$ cat src/rtl/mc_ctrl_pkg.sv
`default_nettype none
// ============================================================================
// Module   : mc_ctrl_pkg
// Purpose  : Shared types, opcodes, mux encodings and small decode helpers
//            for the multicycle RV32I control unit.
// Revision : 1.0 - initial release
// ============================================================================
package mc_ctrl_pkg;

  // Controller states; one instruction walks 3 to 5 of these (plus waits).
  typedef enum logic [3:0] {
    S_FETCH    = 4'd0,
    S_DECODE   = 4'd1,
    S_MEMADR   = 4'd2,
    S_MEMREAD  = 4'd3,
    S_MEMWB    = 4'd4,
    S_MEMWRITE = 4'd5,
    S_EXECR    = 4'd6,
    S_EXECI    = 4'd7,
    S_ALUWB    = 4'd8,
    S_BRANCH   = 4'd9,
    S_JALRADR  = 4'd10,
    S_JAL      = 4'd11,
    S_UPPER    = 4'd12,
    S_TRAP     = 4'd13
  } state_t;

  // What the ALU is asked to do in a given state.
  typedef enum logic [1:0] {
    ALU_CLS_ADD  = 2'd0,
    ALU_CLS_SUB  = 2'd1,
    ALU_CLS_FUNC = 2'd2
  } alu_class_t;

  // RV32I major opcodes
  localparam logic [6:0] OP_LOAD   = 7'b0000011;
  localparam logic [6:0] OP_STORE  = 7'b0100011;
  localparam logic [6:0] OP_R      = 7'b0110011;
  localparam logic [6:0] OP_IMM    = 7'b0010011;
  localparam logic [6:0] OP_BRANCH = 7'b1100011;
  localparam logic [6:0] OP_JAL    = 7'b1101111;
  localparam logic [6:0] OP_JALR   = 7'b1100111;
  localparam logic [6:0] OP_LUI    = 7'b0110111;
  localparam logic [6:0] OP_AUIPC  = 7'b0010111;

  // ALU operation codes
  localparam logic [3:0] ALU_ADD  = 4'd0;
  localparam logic [3:0] ALU_SUB  = 4'd1;
  localparam logic [3:0] ALU_AND  = 4'd2;
  localparam logic [3:0] ALU_OR   = 4'd3;
  localparam logic [3:0] ALU_XOR  = 4'd4;
  localparam logic [3:0] ALU_SLT  = 4'd5;
  localparam logic [3:0] ALU_SLTU = 4'd6;
  localparam logic [3:0] ALU_SLL  = 4'd7;
  localparam logic [3:0] ALU_SRL  = 4'd8;
  localparam logic [3:0] ALU_SRA  = 4'd9;

  // Datapath mux encodings
  localparam logic [1:0] SRCA_PC    = 2'b00;
  localparam logic [1:0] SRCA_OLDPC = 2'b01;
  localparam logic [1:0] SRCA_RS1   = 2'b10;
  localparam logic [1:0] SRCA_ZERO  = 2'b11;

  localparam logic [1:0] SRCB_RS2   = 2'b00;
  localparam logic [1:0] SRCB_IMM   = 2'b01;
  localparam logic [1:0] SRCB_FOUR  = 2'b10;

  localparam logic [1:0] RES_ALUOUT    = 2'b00;
  localparam logic [1:0] RES_READDATA  = 2'b01;
  localparam logic [1:0] RES_ALURESULT = 2'b10;

  localparam logic [2:0] IMM_I = 3'b000;
  localparam logic [2:0] IMM_S = 3'b001;
  localparam logic [2:0] IMM_B = 3'b010;
  localparam logic [2:0] IMM_U = 3'b011;
  localparam logic [2:0] IMM_J = 3'b100;

  // State that follows DECODE; unknown opcodes and reserved branch funct3 trap.
  function automatic state_t decode_next(input logic [6:0] op, input logic [2:0] funct3);
    state_t nxt;
    case (op)
      OP_LOAD, OP_STORE: nxt = S_MEMADR;
      OP_R:              nxt = S_EXECR;
      OP_IMM:            nxt = S_EXECI;
      OP_BRANCH:         nxt = (funct3[2:1] == 2'b01) ? S_TRAP : S_BRANCH;
      OP_JAL:            nxt = S_JAL;
      OP_JALR:           nxt = S_JALRADR;
      OP_LUI, OP_AUIPC:  nxt = S_UPPER;
      default:           nxt = S_TRAP;
    endcase
    return nxt;
  endfunction

  // Branch resolution from the ALU flags of the rs1-rs2 compare.
  function automatic logic branch_taken(input logic [2:0] funct3, input logic zero,
                                        input logic lt, input logic ltu);
    logic cond;
    case (funct3[2:1])
      2'b00:   cond = zero;
      2'b10:   cond = lt;
      2'b11:   cond = ltu;
      default: cond = 1'b0;
    endcase
    // Odd funct3 values are the negated forms (bne/bge/bgeu).
    return funct3[0] ? ~cond : cond;
  endfunction

  // Immediate format selected purely from the opcode.
  function automatic logic [2:0] imm_select(input logic [6:0] op);
    logic [2:0] sel;
    case (op)
      OP_LOAD, OP_JALR, OP_IMM: sel = IMM_I;
      OP_STORE:                 sel = IMM_S;
      OP_BRANCH:                sel = IMM_B;
      OP_LUI, OP_AUIPC:         sel = IMM_U;
      OP_JAL:                   sel = IMM_J;
      default:                  sel = IMM_I;
    endcase
    return sel;
  endfunction

endpackage
`default_nettype wire

$ cat src/rtl/alu_decoder.sv
`default_nettype none
// ============================================================================
// Module   : alu_decoder
// Purpose  : Combinational ALU function select from state class, funct3,
//            funct7 bit 5 and opcode bit 5 (R-type vs I-type).
// Revision : 1.0 - initial release
// ============================================================================
module alu_decoder
  import mc_ctrl_pkg::*;
#(
  parameter int ALUCTRL_W = 4
) (
  input  alu_class_t           alu_class,
  input  logic [2:0]           funct3,
  input  logic                 funct7b5,
  input  logic                 opb5,
  output logic [ALUCTRL_W-1:0] alu_control
);

  logic [3:0] alu_code;

  // Pick the ALU operation; only the FUNC class looks at the instruction fields.
  always_comb begin
    alu_code = ALU_ADD;
    case (alu_class)
      ALU_CLS_ADD: alu_code = ALU_ADD;
      ALU_CLS_SUB: alu_code = ALU_SUB;
      ALU_CLS_FUNC: begin
        case (funct3)
          // addi has no sub form, so funct7b5 only matters for R-type.
          3'b000:  alu_code = (opb5 && funct7b5) ? ALU_SUB : ALU_ADD;
          3'b001:  alu_code = ALU_SLL;
          3'b010:  alu_code = ALU_SLT;
          3'b011:  alu_code = ALU_SLTU;
          3'b100:  alu_code = ALU_XOR;
          3'b101:  alu_code = funct7b5 ? ALU_SRA : ALU_SRL;
          3'b110:  alu_code = ALU_OR;
          default: alu_code = ALU_AND;
        endcase
      end
      default: alu_code = ALU_ADD;
    endcase
  end

  assign alu_control = ALUCTRL_W'(alu_code);

endmodule
`default_nettype wire

$ cat src/rtl/multicycle_controller.sv
`default_nettype none
// ============================================================================
// Module   : multicycle_controller
// Purpose  : Moore-style multicycle RV32I control FSM driving a shared ALU
//            and a single unified memory port, with ready handshake and trap.
// Revision : 1.0 - initial release
// ============================================================================
module multicycle_controller
  import mc_ctrl_pkg::*;
#(
  parameter int ALUCTRL_W     = 4,
  parameter bit MEM_HANDSHAKE = 1'b1
) (
  input  logic                 clk,
  input  logic                 reset,
  input  logic [6:0]           op,
  input  logic [2:0]           funct3,
  input  logic                 funct7b5,
  input  logic                 Zero,
  input  logic                 Lt,
  input  logic                 LtU,
  input  logic                 MemReady,
  output logic                 MemReq,
  output logic                 MemWrite,
  output logic                 IRWrite,
  output logic                 PCWrite,
  output logic                 RegWrite,
  output logic                 AdrSrc,
  output logic [1:0]           ALUSrcA,
  output logic [1:0]           ALUSrcB,
  output logic [1:0]           ResultSrc,
  output logic [2:0]           ImmSrc,
  output logic [ALUCTRL_W-1:0] ALUControl,
  output logic                 InstrDone,
  output logic                 Trap
);

  state_t     state;
  state_t     out_state;
  alu_class_t alu_class;
  logic       mem_ready;

  // Without the handshake every memory access completes in one cycle.
  assign mem_ready = MEM_HANDSHAKE ? MemReady : 1'b1;

  // State sequencing; reset wins in every state, including TRAP and waits.
  always_ff @(posedge clk) begin
    if (reset) begin
      state <= S_FETCH;
    end else begin
      case (state)
        S_FETCH:    if (mem_ready) state <= S_DECODE;
        S_DECODE:   state <= decode_next(op, funct3);
        S_MEMADR:   state <= op[5] ? S_MEMWRITE : S_MEMREAD;
        S_MEMREAD:  if (mem_ready) state <= S_MEMWB;
        S_MEMWB:    state <= S_FETCH;
        S_MEMWRITE: if (mem_ready) state <= S_FETCH;
        S_EXECR:    state <= S_ALUWB;
        S_EXECI:    state <= S_ALUWB;
        S_ALUWB:    state <= S_FETCH;
        S_BRANCH:   state <= S_FETCH;
        S_JALRADR:  state <= S_JAL;
        S_JAL:      state <= S_ALUWB;
        S_UPPER:    state <= S_ALUWB;
        S_TRAP:     state <= S_TRAP;
        default:    state <= S_FETCH;
      endcase
    end
  end

  // While reset is high the outputs look like an idle FETCH with no strobes.
  assign out_state = reset ? S_FETCH : state;

  // Per-state datapath controls; strobes depending on MemReady or flags are
  // resolved in the same cycle so a stalled access never writes IR or PC.
  always_comb begin
    MemReq    = 1'b0;
    MemWrite  = 1'b0;
    IRWrite   = 1'b0;
    PCWrite   = 1'b0;
    RegWrite  = 1'b0;
    AdrSrc    = 1'b0;
    ALUSrcA   = SRCA_PC;
    ALUSrcB   = SRCB_RS2;
    ResultSrc = RES_ALUOUT;
    alu_class = ALU_CLS_ADD;
    InstrDone = 1'b0;
    Trap      = 1'b0;
    case (out_state)
      S_FETCH: begin
        MemReq    = ~reset;
        IRWrite   = ~reset & mem_ready;
        PCWrite   = ~reset & mem_ready;
        ALUSrcB   = SRCB_FOUR;
        ResultSrc = RES_ALURESULT;
      end
      S_DECODE: begin
        ALUSrcA = SRCA_OLDPC;
        ALUSrcB = SRCB_IMM;
      end
      S_MEMADR: begin
        ALUSrcA = SRCA_RS1;
        ALUSrcB = SRCB_IMM;
      end
      S_MEMREAD: begin
        MemReq = 1'b1;
        AdrSrc = 1'b1;
      end
      S_MEMWB: begin
        ResultSrc = RES_READDATA;
        RegWrite  = 1'b1;
        InstrDone = 1'b1;
      end
      S_MEMWRITE: begin
        MemReq    = 1'b1;
        MemWrite  = 1'b1;
        AdrSrc    = 1'b1;
        InstrDone = mem_ready;
      end
      S_EXECR: begin
        ALUSrcA   = SRCA_RS1;
        ALUSrcB   = SRCB_RS2;
        alu_class = ALU_CLS_FUNC;
      end
      S_EXECI: begin
        ALUSrcA   = SRCA_RS1;
        ALUSrcB   = SRCB_IMM;
        alu_class = ALU_CLS_FUNC;
      end
      S_ALUWB: begin
        ResultSrc = RES_ALUOUT;
        RegWrite  = 1'b1;
        InstrDone = 1'b1;
      end
      S_BRANCH: begin
        ALUSrcA   = SRCA_RS1;
        ALUSrcB   = SRCB_RS2;
        alu_class = ALU_CLS_SUB;
        PCWrite   = branch_taken(funct3, Zero, Lt, LtU);
        InstrDone = 1'b1;
      end
      S_JALRADR: begin
        ALUSrcA = SRCA_RS1;
        ALUSrcB = SRCB_IMM;
      end
      S_JAL: begin
        // PC takes the target held in ALUOut while the ALU forms OldPC+4.
        ALUSrcA = SRCA_OLDPC;
        ALUSrcB = SRCB_FOUR;
        PCWrite = 1'b1;
      end
      S_UPPER: begin
        ALUSrcA = op[5] ? SRCA_ZERO : SRCA_OLDPC;
        ALUSrcB = SRCB_IMM;
      end
      S_TRAP: begin
        Trap = 1'b1;
      end
      default: begin
        Trap = 1'b0;
      end
    endcase
  end

  assign ImmSrc = imm_select(op);

  alu_decoder #(
    .ALUCTRL_W (ALUCTRL_W)
  ) u_alu_decoder (
    .alu_class   (alu_class),
    .funct3      (funct3),
    .funct7b5    (funct7b5),
    .opb5        (op[5]),
    .alu_control (ALUControl)
  );

endmodule
`default_nettype wire

$ cat config.mk
export PLATFORM = sky130hd
export DESIGN_NAME = multicycle_controller
export DESIGN_NICKNAME = d
export VERILOG_FILES = /design/src/rtl/mc_ctrl_pkg.sv /design/src/rtl/alu_decoder.sv /design/src/rtl/multicycle_controller.sv
export SDC_FILE = /design/constraint.sdc
export NUM_CORES = 1
export LEC_CHECK = 0
export CAP_MARGIN = 25
export CORE_MARGIN = 5
export CORE_UTILIZATION = 46
export DETAILED_ROUTE_END_ITERATION = 6
export PLACE_DENSITY = 0.85
export SLEW_MARGIN = 20
export SYNTH_ARGS = -nofsm -noshare
export SYNTH_HDL_FRONTEND = slang
export SYNTH_SLANG_ARGS = --single-unit
$ cat constraint.sdc
create_clock -name clk -period 5.6 [get_ports clk]
set_clock_uncertainty 0.1 [all_clocks]
set_input_delay 1.12 -clock clk [delete_from_list [all_inputs] [get_ports clk]]
set_output_delay 1.12 -clock clk [all_outputs]
set_load 0.01 [all_outputs]
* After elaboration in Yosys (flattened, before gate mapping)
Cells that the tools add are included.
** Storage, ports and cells
- Bits in registers :: 4
- Word-level logic and storage cells :: 96
** Cells by class
- Eq/ne operators :: 46
- Muxes and demuxes :: 29
- Bitwise gates (word level) :: 3
- Reductions and logical operators :: 17
** Operator list (count)
- $pmux W4 S7 :: 2
- $eq A4 B4 Y1 const B :: 10
- $pmux W4 S8 :: 1
- $eq A4 B3 Y1 const B :: 7
- $eq A7 B6 Y1 const B :: 3
- $eq A7 B7 Y1 const B :: 3
- $eq A4 B2 Y1 const B :: 4
- $mux W4 :: 4
- $eq A7 B5 Y1 const B :: 2
- $reduce_or A2 Y1 :: 7
- $pmux W2 S2 :: 3
- $pmux W3 S4 :: 1
- $reduce_or A5 Y1 :: 2
- $eq A3 B3 Y1 const B :: 3
- $mux W1 :: 9
- $eq A4 B1 Y1 const B :: 2
- $logic_not A4 Y1 :: 2
- $pmux W4 S2 :: 1
- $eq A7 B2 Y1 const B :: 1
- $eq A2 B2 Y1 const B :: 3
- $eq A3 B2 Y1 const B :: 2
- $mux W3 :: 2
- $ne A2 B2 Y1 const B :: 3
- $pmux W1 S3 :: 2
- other kinds (13) :: 16

* Depth between registers and ports, before layout
Gate-level depths: netlist of run 1.
- Depth in word-level cells :: 6
- Depth in mapped cells :: 7
- Depth with buffers taken out :: 6

* Hierarchy
From an unflattened synthesis of run 1, not the netlist that was laid out.
** Second synthesis, totals
- Cell total of the unflattened synthesis :: 137
- Area total of the unflattened synthesis :: 988.4 um2
** Modules (own cells, without submodules)
- multicycle_controller :: instances 1, cells an instance 118, area an instance 867.1 um2, sequential area each 80.1 um2
- alu_decoder :: instances 1, cells an instance 19, area an instance 121.4 um2, sequential area each 0.0 um2

* Least setup slack after synthesis of run 1
Ideal clock, no wire load.
- Path type :: input -> output
- Start :: input port reset
- End :: output port ALUControl[3]
- Arrival time :: 2276 ps
- Path slack :: 2104 ps
- Stages :: 6
- Cell sequence :: buf_4 > nor2_1 > and3_1 > ha_1 > nand2b_1 > nor3_1
** On the way
- Word-level cells in the longest chain between the ends :: 6
** RTL lines
- start: declaration :: line multicycle_controller.sv:15 : input logic reset,
- $mux W4 * :: line multicycle_controller.sv:72 : assign out_state = reset ? S_FETCH : state;
- $eq A4 B3 Y1 :: line multicycle_controller.sv:89 : case (out_state)
- $reduce_or A2 Y1 (no source line)
- $pmux W2 S2 * :: line multicycle_controller.sv:89
- $eq A2 B2 Y1 / $eq A2 B1 Y1 (equally long branches) :: line alu_decoder.sv:25 : case (alu_class)
- $pmux W4 S2 * :: line alu_decoder.sv:25
- end: declaration :: line multicycle_controller.sv:33 : output logic [ALUCTRL_W-1:0] ALUControl,
Mark *: on every way between the ends. The rest lies on a longest branch, timed or not.

* Final worst setup path of run 1
Ends and elaborated chain as after synthesis.

==> flow_summary_export.csv, run 1 <==
group,metric,value,unit
run_status,outcome,"finished, final reports clean",
routing,drt-initial-drc-count,57,
final_layout,seqCellArea,80.1,sq um
sta,slew_viol_final,0,
final_layout,post-route-util,65.7,%
clocking,clk-insertion-delay-late,0.24,ns
sta,worst_pin_slew,0.762,ns
setup_path,crit_type,"in -> out",
clocking,cts_hold_buf,0,
sta,relSlewSlack,49.1,%
global_routing,track_usage,20.4,%
yosys,synthTopCellsByArea,"dfxtp_1, nor2_1, a21oi_1, nor3_1, o21ai_0",
clocking,cts_made_buffers,3,
floorplanning,rows,16,
yosys,yosysSeqAreaShare,8.59,%
clocking,root_buffer,"clkbuf_4",
final_layout,n_fill_cell,195,
sta,rsz0062_at_grt,"false",
clocking,htreeDepth,1,
hold_path,hold_class,"reg -> reg",
yosys,synth_top_area_share,8.59,%
yosys,synth_seq_cells,4,
setup_path,start_kind,"input port",
routing,wire_per_inst,14.2,microns
yosys,ys_warn_count,0,
place,io_buffers,37,
yosys,ys_types,48,
setup_path,cp-end-kind,"output port",
setup_path,critPathMaxFanout,17,
clocking,cts_tree,"built",
final_layout,largest_reg_flops,4,
final_layout,top_regs,"state (4)",
yosys,synth_edf_count,0,
sta,period_minus_slack,4.52,ns
routing,routed_wl,2820,microns
clocking,cts_resized,0,
yosys,syn_inst,144,
clocking,clock_path_buffers,2,
floorplanning,die_w,55.0,microns
clocking,cts_setup_buffers,0,
final_layout,layout-drive-gt1-share,5.81,%
sta,setup-tns-final,0,ns
yosys,synth_area_leader_cell,"dfxtp_1",
final_layout,regMostFlops,"state",
final_layout,n_antenna_cell,0,
clocking,clock_sinks,4,
yosys,avgSynthCellArea,6.47,sq um
global_routing,antenna_found_initial,0,
setup_path,startpoint,"reset",
yosys,async_reset_ff_share,0,%
routing,dr.pass1.iters,4,
floorplanning,fp.coreArea,1940,sq um
routing,ant_nets,0,
power,leakage,0.000448,uW
routing,drc_errors,0,
power,ir_worst_vdd,0.137,mV
power,power_density,135,nW/um^2
sta,hold_violations,0,
final_layout,syn2layout_area_growth,36.8,%
global_routing,grt_pass1_wl,4710,microns
place,gp_congestion,0.854,
clocking,clkSlewWorstSetupHoldPaths,0.04,ns
routing,viasPerCell,5.94,
sta,setup_violations,0,
sta,fmax,0.221,GHz
global_routing,grt_max_degree,26,
global_routing,gr-total-overflow,0,
floorplanning,initial_core_util,48.0,%
final_layout,final_nets,193,
setup_path,critPathArrivalTime,3.30,ns
yosys,syn_nets,163,
floorplanning,die_h,55.0,microns
hold_path,hp-start,"state[2]",
setup_path,cp.required,4.38,ns
global_routing,grt_pass1_vias,1063,
floorplanning,ioPinCount,38,
run,cap_violations,0,
setup_path,timing.rr.start,"state[1]",
place,hpwlAfterDp,2110,microns
yosys,synth-main-ff-cell,"dfxtp_1",
final_layout,multi_input_area,746,sq um
routing,route.vias.total,1183,
yosys,synth_area,932,sq um
floorplanning,die-area,3030,sq um
sta,hold_slack,0.683,ns
sta,fin_crit_sh,80.8,%
worst max-delay path, cell delays in order:
cell and delay (ns):
clkdlybuf4s50_1 0.45, buf_4 0.21, nor2_1 0.10, and3_1 0.24
ha_1 0.28, nand2b_1 0.17, nor3_1 0.17, clkdlybuf4s50_1 0.57
Yosys cell counts (2+ instances only):
master / instances
a21boi_0: 2
nand2b_1: 6
buf_6: 3
a211oi_1: 2
nor2b_1: 7
nor2_1: 18
buf_4: 2
inv_1: 3
clkbuf_1: 4
or3_1: 3
nand2_1: 9
and3_1: 3
xor2_1: 2
a221oi_1: 3
a21oi_1: 12
buf_2: 2
o22ai_1: 3
nand3_1: 3
nor3_1: 12
mux2i_1: 3
ha_1: 2
o21ai_0: 9
o211ai_1: 2
dfxtp_1: 4
and2_1: 2
cell usage in the layout, fill, tap and decap left out, drive strengths merged, types with 4 or more instances in the layout:
master         count
nor2              18
a21oi             12
dfxtp              4
inv                4
nor2b              7
o21ai              9
nand2              9
nand2b             6
nor3              12
clkdlybuf4s50     37
path summary, 6_finish.rpt:
kind	to	slack [ns]	depth (start not counted)
worst min-delay path	state[1]	0.68	1
worst max-delay path	ALUControl[3]	1.08	8
worst min register to register	state[1]	0.68	1
worst max register to register	state[3]	3.70	4
power breakdown:
part / total, uW / switching, uW / leakage [uW] / internal (uW)
Combinational: 90.2 / 41.8 / 0.000402 / 48.4
Clock: 36.7 / 12.7 / 0.0000138 / 24.0
Sequential: 44.7 / 13.6 / 0.0000327 / 31.1
Total: 172 / 68.1 / 0.000448 / 103
stage by stage:
step	instances	setup WS, ns	power [uW]	area (sq um)
4_1_cts	199	1.08	172	1270
3_3_place_gp	196	1.13	131	1250
3_5_place_dp	196	1.09	134	1250
2_1_floorplan	144	2.10	99.2	932
6_report	199	1.08	172	1270
5_1_grt	199	0.936	186	1270
area by class of cell:
| cell class | instances | area share [%] |
|---|---|---|
| tap | 27 | 2.65 |
| timing repair buffer | 38 | 29.6 |
| inverter | 4 | 1.18 |
| clock buffer | 3 | 1.77 |
| multi-input combinational | 123 | 58.5 |
| sequential | 4 | 6.28 |
metal layers:
layer / up-vias / wire [microns] / GRT usage, %
met5: - / 0 / 0
met4: 0 / 23 / 4.05
met3: 8 / 265 / 4.56
met2: 76 / 1370 / 35.2
met1: 516 / 1160 / 25.9
li1: 583 / - / -
cells by family (layout without fill, tap and decap cells):
group | Yosys count | after routing | share of synthesized area (%)
fa+ha+maj | 3 | 3 | 3.89
xor+xnor | 3 | 3 | 2.82
mux | 3 | 3 | 3.22
compound gates | 42 | 42 | 29.4
buf+inv | 17 | 45 | 11.4
simple gates | 72 | 72 | 40.7
flops | 4 | 4 | 8.59
No activity file was read; power rests on OpenSTA's default activity.
==> run 2: changes to the inputs <==
--- a/config.mk
+++ b/config.mk
@@ -7,9 +7,9 @@
 export LEC_CHECK = 0
 export CAP_MARGIN = 25
 export CORE_MARGIN = 5
-export CORE_UTILIZATION = 46
+export CORE_UTILIZATION = 43
 export DETAILED_ROUTE_END_ITERATION = 6
-export PLACE_DENSITY = 0.85
+export PLACE_DENSITY = 0.8
 export SLEW_MARGIN = 20
 export SYNTH_ARGS = -nofsm -noshare
 export SYNTH_HDL_FRONTEND = slang
==> constraint.sdc (replaced) <==
create_clock -name clk -period 4.43 [get_ports clk]
set_clock_uncertainty 0.1 [all_clocks]
set_input_delay 0.886 -clock clk [delete_from_list [all_inputs] [get_ports clk]]
set_output_delay 0.886 -clock clk [all_outputs]
set_load 0.01 [all_outputs]
==> run 2 against run 1 <==
Compared with the run above: wire length decreased by 9.2%; clock power grew 19%; utilization fell by 2.2 points; clock-buffer cell count did not move; global-route usage fell by 4.3 points; register-to-register slack got worse by 1.1 ns; largest power group unchanged.
==> flow_summary_export.csv, run 2 (synthesis results as in run 1) <==
group,metric,value,unit
setup_path,cpPeakStageDelay,0.65,ns
place,pre_cts_ws,0.510,ns
final_layout,syn2layout_area_growth,37.6,%
floorplanning,die_w,56.6,microns
global_routing,grt_pass1_wl,4400,microns
routing,dr.pass1.iters,4,
place,hpwlAfterDp,2000,microns
final_layout,final_nets,194,
final_layout,mostFrequentLayoutCell,"clkdlybuf4s50_1",
setup_path,start_kind,"input port",
setup_path,crit_type,"in -> out",
sta,setup-tns-final,0,ns
sta,slew_viol_final,0,
run,cap_violations,0,
place,dp_cells,197,
final_layout,multi_input_area,746,sq um
global_routing,track_usage,16.2,%
clocking,root_buffer,"clkbuf_4",
floorplanning,rows,16,
routing,drc_errors,0,
hold_path,hold_class,"reg -> reg",
hold_path,hp-start,"state[0]",
sta,worst_pin_slew,0.741,ns
final_layout,n_fill_cell,189,
final_layout,regMostFlops,"state",
floorplanning,ioPinCount,38,
routing,routed_wl,2560,microns
clocking,cts_setup_buffers,0,
floorplanning,die-area,3200,sq um
sta,hold_violations,0,
final_layout,stdcell_count,200,
routing,drt-initial-drc-count,35,
final_layout,seqCellArea,80.1,sq um
sta,hold_slack,0.614,ns
routing,route.vias.total,1130,
clocking,cts_hold_buf,0,
final_layout,layout_common_cells,"clkdlybuf4s50_1, nor2_1, nor3_1, a21oi_1",
sta,period_minus_slack,3.91,ns
floorplanning,die_h,56.6,microns
power,ir_worst_vdd,0.121,mV
routing,viasPerCell,5.65,
setup_path,slowest_stage,"clkdlybuf4s50_1",
setup_path,crit_chain,"clkdlybuf4s50_1 > mux2i_1 > o21ai_0 > xor2_1 > o211ai_1 > a21boi_0 > clkdlybuf4s50_1",
floorplanning,fp.coreArea,2020,sq um
place,io_buffers,37,
setup_path,worstReg2RegEnd,"state[3]",
power,power_density,167,nW/um^2
sta,setup_ws,0.524,ns
setup_path,reg2regPathDepth,4,
sta,relSlewSlack,50.5,%
clocking,cts_tree,"built",
setup_path,cp-end-kind,"output port",
final_layout,n_antenna_cell,0,
power,leakage,0.000453,uW
final_layout,largest_reg_flops,4,
sta,rsz0062_at_grt,"false",
floorplanning,initial_core_util,46.1,%
routing,ant_nets,0,
place,gp_congestion,0.831,
clocking,clock_path_buffers,2,
run_status,outcome,"finished, final reports clean",
hold_path,hold-path-cell-count,3,
global_routing,grt_pass1_vias,990,
setup_path,cp.required,3.44,ns
global_routing,antenna_found_initial,0,
clocking,cts_resized,0,
clocking,clk-insertion-delay-late,0.23,ns
final_layout,top_regs,"state (4)",
global_routing,grt_max_degree,26,
routing,wire_per_inst,12.8,microns
setup_path,ff2ff_setup_slack,2.57,ns
sta,fmax,0.256,GHz
hold_path,hold_path_end,"state[3]",
clocking,htreeDepth,1,
clocking,clkSlewWorstSetupHoldPaths,0.03,ns
setup_path,critPathArrivalTime,2.92,ns
clocking,clock_sinks,4,
sta,fin_crit_sh,88.2,%
setup_path,timing.rr.start,"state[1]",
final_layout,layout-drive-gt1-share,6.36,%
sta,setup_violations,0,
setup_path,crit_top_cell,"clkdlybuf4s50_1",
global_routing,gr-total-overflow,0,
clocking,cts_made_buffers,3,
setup_path,critPathMaxFanout,9,
==> run 2: cell types whose count changed in the layout (fill, tap and decap cells not counted), sizes merged <==
cell	change
buf	+1
==> run 2: how the worst max path moves through the flow <==
stage	startpoint	endpoint	slack, ns	cells past startpoint
4_1_cts	funct3[2]	PCWrite	0.51	7
5_1_grt	funct3[2]	PCWrite	0.36	7
3_3_place_gp	reset	ALUControl[3]	0.56	7
2_1_floorplan	reset	ALUControl[3]	1.40	6
3_5_place_dp	funct3[2]	PCWrite	0.51	7
6_report	funct3[2]	PCWrite	0.52	7
==> run 2: final cells by class <==
| type | instances | area share [%] |
|---|---|---|
| clock buffer | 3 | 1.76 |
| multi-input combinational | 123 | 58.1 |
| tap | 27 | 2.63 |
| timing repair buffer | 39 | 30.0 |
| inverter | 4 | 1.17 |
| sequential | 4 | 6.24 |
==> run 2: metrics by stage <==
| stage | instance area (sq um) | total power, uW | util (%) |
|---|---|---|---|
| floorplan | 932 | 125 | - |
| global placement | 1260 | 168 | 62.3 |
| detailed placement | 1260 | 170 | 62.3 |
| CTS | 1280 | 217 | 63.4 |
| global route | 1280 | 233 | 63.4 |
| finish | 1280 | 214 | 63.4 |
==> run 2: worst max-delay path, delay by kind of cell <==
family | cells | cell delay [ns]
AO/OA/AOI/OAI | 3 | 0.54
XOR/XNOR | 1 | 0.17
buffers and inverters | 2 | 1.21
multiplexers | 1 | 0.12
==> run 2: power by group <==
| part | internal (uW) | leakage (uW) | switching, uW |
|---|---|---|---|
| Clock | 30.2 | 0.0000138 | 13.6 |
| Sequential | 39.3 | 0.0000327 | 9.00 |
| Combinational | 62.6 | 0.000407 | 59.0 |
==> run 2: metal layers <==
metal	vias to the layer above	track usage [%]	routed length, microns
met5	-	0	0
met4	0	5.42	26
met3	4	2.29	160
met2	41	25.1	1190
met1	501	22.6	1180
li1	584	-	-
==> run 3: changes to the inputs <==
--- a/config.mk
+++ b/config.mk
@@ -10,6 +10,7 @@
 export CORE_UTILIZATION = 43
 export DETAILED_ROUTE_END_ITERATION = 6
 export PLACE_DENSITY = 0.8
+export SKIP_LAST_GASP = 1
 export SLEW_MARGIN = 20
 export SYNTH_ARGS = -nofsm -noshare
 export SYNTH_HDL_FRONTEND = slang
==> results of run 3 <==
Final layout, timing and power as in run 2 (identical DEF).
